===== config.mk =====
export PLATFORM = sky130hd
export DESIGN_NAME = load_align_unit
export DESIGN_NICKNAME = d
export VERILOG_FILES = /design/src/rtl/load_align_unit_pkg.sv /design/src/rtl/load_align_unit_extend.sv /design/src/rtl/load_align_unit.sv
export SDC_FILE = /design/constraint.sdc
export NUM_CORES = 1
export LEC_CHECK = 0
export CAP_MARGIN = 30
export CORE_ASPECT_RATIO = 1.75
export CORE_MARGIN = 2
export CORE_UTILIZATION = 30
export CTS_BUF_LIST = sky130_fd_sc_hd__clkbuf_8
export DETAILED_ROUTE_END_ITERATION = 6
export HOLD_SLACK_MARGIN = 0.08
export REMOVE_ABC_BUFFERS = 1
export SLEW_MARGIN = 5
export SYNTH_ARGS = -nofsm -noshare
export SYNTH_HDL_FRONTEND = slang
export SYNTH_SLANG_ARGS = --single-unit

===== constraint.sdc =====
create_clock -name clk -period 2.71 [get_ports clk]
set_input_delay 0.813 -clock clk [delete_from_list [all_inputs] [get_ports clk]]
set_output_delay 0.813 -clock clk [all_outputs]
set_load 0.01 [all_outputs]

===== src/rtl/load_align_unit_pkg.sv =====
// Shared types and constants for the data-memory load path.
//   BITS / BYTES_PER_WORD : default word geometry
//   mem_data_t            : load type encoding seen on req_type
//   la_state_t            : load_align_unit FSM states
//   access_size()         : bytes touched by a load of a given type
package load_align_unit_pkg;

  localparam int BITS           = 32;
  localparam int BYTES_PER_WORD = 4;

  typedef enum logic [2:0] {
    BYTE      = 3'd0,
    HALFWORD  = 3'd1,
    WORD      = 3'd2,
    UBYTE     = 3'd3,
    UHALFWORD = 3'd4,
    LWCP      = 3'd5
  } mem_data_t;

  typedef enum logic [2:0] {
    IDLE = 3'd0,
    RD0  = 3'd1,
    RD1  = 3'd2,
    CAP  = 3'd3,
    RESP = 3'd4
  } la_state_t;

  // Unused encodings fall through to a full-word access.
  function automatic int access_size(mem_data_t t);
    case (t)
      BYTE, UBYTE:         return 1;
      HALFWORD, UHALFWORD: return 2;
      default:             return BYTES_PER_WORD;
    endcase
  endfunction

endpackage


===== src/rtl/load_align_unit_extend.sv =====
// load_extend: combinational sign/zero extension of a realigned load.
//   raw       in  BITS        bytes already shifted down to bit 0
//   data_type in  mem_data_t  load type
//   ext       out BITS        extended result
module load_extend #(
  parameter int BITS = 32
) (
  input  logic [BITS-1:0]                 raw,
  input  load_align_unit_pkg::mem_data_t  data_type,
  output logic [BITS-1:0]                 ext
);
  import load_align_unit_pkg::*;

  always_comb begin
    ext = raw;
    case (data_type)
      BYTE:      ext = {{(BITS-8){raw[7]}}, raw[7:0]};
      UBYTE:     ext = {{(BITS-8){1'b0}}, raw[7:0]};
      HALFWORD:  ext = {{(BITS-16){raw[15]}}, raw[15:0]};
      UHALFWORD: ext = {{(BITS-16){1'b0}}, raw[15:0]};
      default:   ext = raw;
    endcase
  end

endmodule


===== src/rtl/load_align_unit.sv =====
// load_align_unit: multi-cycle load path to a synchronous word-array memory.
// Handles misaligned loads by reading one or two consecutive words, realigning
// the bytes and extending the result.
//   clk, rst_n           clock, asynchronous active-low reset
//   req_valid/req_ready  request handshake; req_addr byte address, req_type load type
//   mem_rd_en/mem_addr   word read strobe and word address
//   mem_rdata            read data, valid the cycle after mem_rd_en
//   rsp_valid/rsp_ready  response handshake; rsp_data result, rsp_split two reads used
//
// Handshakes: a transfer happens on a rising edge where valid && ready are both
// high. A request is accepted only in IDLE; once rsp_valid rises, rsp_data and
// rsp_split stay stable until the edge where rsp_ready is sampled high.
module load_align_unit #(
  parameter int BITS           = 32,
  parameter int BYTES_PER_WORD = 4,
  parameter int ADDR_W         = 12
) (
  input  logic                                   clk,
  input  logic                                   rst_n,
  input  logic                                   req_valid,
  output logic                                   req_ready,
  input  logic [ADDR_W-1:0]                      req_addr,
  input  load_align_unit_pkg::mem_data_t         req_type,
  output logic                                   mem_rd_en,
  output logic [ADDR_W-$clog2(BYTES_PER_WORD)-1:0] mem_addr,
  input  logic [BITS-1:0]                        mem_rdata,
  output logic                                   rsp_valid,
  input  logic                                   rsp_ready,
  output logic [BITS-1:0]                        rsp_data,
  output logic                                   rsp_split
);
  import load_align_unit_pkg::*;

  localparam int OFS_W = $clog2(BYTES_PER_WORD);
  localparam int WA_W  = ADDR_W - OFS_W;

  la_state_t         state;
  logic [WA_W-1:0]   w_q;
  logic [OFS_W-1:0]  ofs_q;
  mem_data_t         type_q;
  logic              split_q;
  logic [BITS-1:0]   lo_q;

  logic              req_split;
  logic [2*BITS-1:0] pair;
  logic [2*BITS-1:0] shifted;
  logic [BITS-1:0]   raw;
  logic [BITS-1:0]   ext;

  assign req_ready = (state == IDLE);

  // In CAP the last-read word is on mem_rdata: it is the high word of a
  // split access, or the only word otherwise.
  always_comb begin
    req_split = (int'(req_addr[OFS_W-1:0]) + access_size(req_type)) > BYTES_PER_WORD;
    if (split_q) pair = {mem_rdata, lo_q};
    else         pair = {{BITS{1'b0}}, mem_rdata};
    shifted = pair >> {ofs_q, 3'b000};
    raw     = shifted[BITS-1:0];
  end

  load_extend #(.BITS(BITS)) u_extend (
    .raw       (raw),
    .data_type (type_q),
    .ext       (ext)
  );

  always_ff @(posedge clk or negedge rst_n) begin
    if (!rst_n) begin
      state     <= IDLE;
      w_q       <= '0;
      ofs_q     <= '0;
      type_q    <= BYTE;
      split_q   <= 1'b0;
      lo_q      <= '0;
      mem_rd_en <= 1'b0;
      mem_addr  <= '0;
      rsp_valid <= 1'b0;
      rsp_data  <= '0;
      rsp_split <= 1'b0;
    end else begin
      case (state)
        IDLE: begin
          if (req_valid) begin
            w_q       <= req_addr[ADDR_W-1:OFS_W];
            ofs_q     <= req_addr[OFS_W-1:0];
            type_q    <= req_type;
            split_q   <= req_split;
            mem_rd_en <= 1'b1;
            mem_addr  <= req_addr[ADDR_W-1:OFS_W];
            state     <= RD0;
          end
        end
        RD0: begin
          if (split_q) begin
            // Word address wraps at the top of the array.
            mem_addr <= w_q + 1'b1;
            state    <= RD1;
          end else begin
            mem_rd_en <= 1'b0;
            mem_addr  <= '0;
            state     <= CAP;
          end
        end
        RD1: begin
          lo_q      <= mem_rdata;
          mem_rd_en <= 1'b0;
          mem_addr  <= '0;
          state     <= CAP;
        end
        CAP: begin
          rsp_data  <= ext;
          rsp_split <= split_q;
          rsp_valid <= 1'b1;
          state     <= RESP;
        end
        RESP: begin
          if (rsp_ready) begin
            rsp_valid <= 1'b0;
            state     <= IDLE;
          end
        end
        default: begin
          mem_rd_en <= 1'b0;
          mem_addr  <= '0;
          rsp_valid <= 1'b0;
          state     <= IDLE;
        end
      endcase
    end
  end

endmodule

==> summary.txt <==
Outcome
  – Outcome: finished clean

Clock tree
  – CTS Buf Count: 9
  – H-tree level count: 3
  – Hold_buf cts: 0
  – Clock buffer depth: 2
  – Setup Fix Bufs, Post-CTS: 0
  – CTS tree: done
  – Worst-path clk slew: about 110 ps
  – Clk sinks: 96
  – Root buf cell: clkbuf_8
  – Post-CTS sizing: 0
  – Clk_lat worst skew: about 380 ps

Synth
  – Post-synthesis sequential area ratio: between 40 and 50%
  – Yosys warning count: 0
  – Synth cell types: 48
  – Async SR Flop Fraction: between 90% and 100%
  – Post-synth top area share: 44.7%
  – FF+latch count, synth: 96
  – Cells after Synth: about 470
  – Largest area contributor in the netlist: dfrtp_1
  – Dominant synthesized flop cell: dfrtp_1
  – Post-synth EDFFs: 0
  – Syn avg cell area: about 12 sq um
  – Mapped cell area: 5380 sq um
  – Area contributors post-synth: dfrtp_1 45%, mux2_2 13%, mux2i_1 7.4%, mux4_2 5.9%, nor2_1 3.3%

Drt
  – Routed wire length: around 15000 um
  – Routed wire per std cell: between 15 and 20 um
  – Final ANT Viol Nets: 0
  – WL met1: 5420 um
  – Via count: between 4000 and 5000
  – # DRC: 0
  – Met3 wire len: 645 um
  – Highest metal used: met4
  – DR pass1 iterations: 4
  – 1st-iter DRT viols: approximately 200
  – DR vias/cell: a little over 5
  – Wire length on met2: slightly above 8000 um

Die
  – # IOs: slightly below 100
  – Site Rows: 64
  – CORE AREA: approximately 18000 sq um
  – Die height: roughly 180 um
  – Die area: between 15000 and 20000 sq um
  – Initial Util: a little under a third
  – Die span in x: about 110 um

Placed design
  – HPWL Detailed: roughly 11000 um
  – Gp weighted congestion: about 0.83
  – Port buffer count: 96
  – Pre-CTS setup slack: slightly below 20 ps
  – Placed Instances: roughly 780

Finish
  – Seq. cell area: roughly 2400 sq um
  – Ratio of cells with drive above 1 in the final layout: 23.8%
  – Inserted Diodes: 0
  – Area occupied by multi-input gates: ~2800 sq um
  – Total Nets Final: slightly above 600
  – Area delta synth->final: 27.4%
  – Fill cells: about 1700
  – Layout Cells excl Fill: around 800

Power
  – Pleak: 2.78 nW
  – P per Cell Area: 1250 nW/um^2
  – Peak supply drop: between 400 and 500 uV
  – Total power: about 0.0085 W

STA
  – Final Cycle Share: 93.7%
  – Setup TNS: 0 ps
  – Post-route minimum period: about 2500 ps
  – Worst-Margin Slew: approximately 680 ps
  – Fin. Hold Viols: 0
  – Slew Limit Fails: 0
  – Highest Clock Rate: a little under 400 MHz
  – Clock Skews: between 15 and 20 ps
  – RSZ-0062 raised after global routing: no
  – Rel. slew slack: between 50 and 60%
  – Post-route setup slack: about 170 ps
  – Worst hold slack: between 300 and 400 ps
  – Endpoints failing setup: 0

GRT
  – Total grt overflow: 0
  – Largest net degree at the start of global routing: 52
  – Initial antenna violation count: 0
  – Number of global-route vias before repair: 4382
  – Global-route usage over all layers: 15.7%
  – First-pass GRT wire length: approximately 24000 um

Job
  – Max-Cap Viols: 0

Critical path
  – Largest driver fanout on the critical path: 12
  – R2R cell count: 5
  – Setup crit start kind: flip-flop
  – CP Data Arrival Time: 1730 ps
  – CP required: between 1500 and 2000 ps
  – Flop2flop setup slack: between 400 and 500 ps
  – R2R Path Start: split_q
  – Worst R2R End: rsp_data[28]
  – Critical Path End Type: primary output
  – Crit path kind: reg -> out

Min path
  – Hold Crit Class: in -> async
[where the power goes]
group | total (W) | internal (W) | leakage, nW | switching [W]
Sequential | 0.00276 | 0.00215 | 1.14 | 0.000608
Combinational | 0.00484 | 0.00256 | 1.54 | 0.00228
Clock | 0.000928 | 0.000373 | 0.0952 | 0.000556
[metrics by stage]
step / cell area (sq um) / util (%)
after floorplan: 5200 / -
after global placement: 6660 / 38.0
after detailed placement: 6660 / 38.0
after CTS: 6850 / 39.0
after global routing: 6850 / 39.0
final: 6850 / 39.0
[how the worst max path moves through the flow]
stage / start / endpoint / slack [ps] / cells past startpoint
2_1_floorplan: ofs_q[0] / rsp_data[23] / -500 / 5
3_3_place_gp: req_type[0] / split_q / 60 / 8
3_5_place_dp: req_type[0] / split_q / 20 / 8
4_1_cts: state[2] / req_ready / 140 / 2
5_1_grt: state[2] / req_ready / 80 / 2
6_report: state[2] / req_ready / 170 / 2
[Yosys cell counts (all sizes together) (2+ instances only)]
cell / number
a2111oi: 2
a21oi: 20
a222oi: 2
a22o: 8
a22oi: 14
and2: 4
buf: 21
clkbuf: 11
dfrtp: 96
ha: 3
inv: 2
mux2: 64
mux2i: 40
mux4: 14
nand2: 28
nand2b: 3
nand3: 4
nor2: 48
nor2b: 5
nor3: 4
o21ai: 28
o22a: 8
o22ai: 9
o31ai: 3
xnor2: 4
xor2: 9
[cell usage in the layout (no fill, tap or decap), drive strengths merged, types with 3 or more instances in the layout]
| cell type | Yosys | routed |
|---|---|---|
| a21oi | 20 | 20 |
| a22o | 8 | 8 |
| a22oi | 14 | 14 |
| and2 | 4 | 4 |
| buf | 21 | 23 |
| clkbuf | 11 | 10 |
| clkdlybuf4s50 | 0 | 95 |
| dfrtp | 96 | 96 |
| ha | 3 | 3 |
| inv | 2 | 5 |
| mux2 | 64 | 64 |
| mux2i | 40 | 40 |
| mux4 | 14 | 14 |
| nand2 | 28 | 28 |
| nand2b | 3 | 3 |
| nand3 | 4 | 4 |
| nor2 | 48 | 48 |
| nor2b | 5 | 5 |
| nor3 | 4 | 4 |
| o21ai | 28 | 28 |
| o22a | 8 | 8 |
| o22ai | 9 | 9 |
| o31ai | 3 | 3 |
| xnor2 | 4 | 4 |
| xor2 | 9 | 9 |
[layout make-up]
cell class	instances	area share [%]
Timing Repair Buffer	118	17.0
Inverter	2	0.110
Clock inverter	6	0.731
Multi-Input combinational cell	336	40.9
Clock buffer	10	2.01
Sequential cell	96	35.1
Tap cell	231	4.22
[state kept, by name, indices dropped and copies added (netlist names)]
register   count
lo_q          32
w_q           10
mem_rd_en      1
split_q        1
rsp_data      32
type_q         3
ofs_q          2
rsp_split      1
rsp_valid      1
state          3
mem_addr      10
[kinds of logic after synthesis]
kind of cell               count (synthesis)  share of synthesized area (%)
muxes                                    118                           26.8
xor gates and xnor gates                  13                           2.12
and+or+nand+nor                          103                           8.85
adders and majority gates                  4                           1.07
DFF                                       96                           44.7
AOI/OAI and AO/OA                         98                           13.1
buffers and inverters                     34                           3.40
[critical path, cell delays in order (launching register included)]
cell             delay (ps)
dfrtp_1                 540
nor3_2                  240
clkdlybuf4s50_1         580
[metal layers]
layer  GRT usage (%)  up-vias
met3            2.96       21
met2            28.9       98
met4            7.20        0
met1            17.0     2079
li1                -     1906
met5               0        -
No activity file was read; power rests on OpenSTA's default activity.
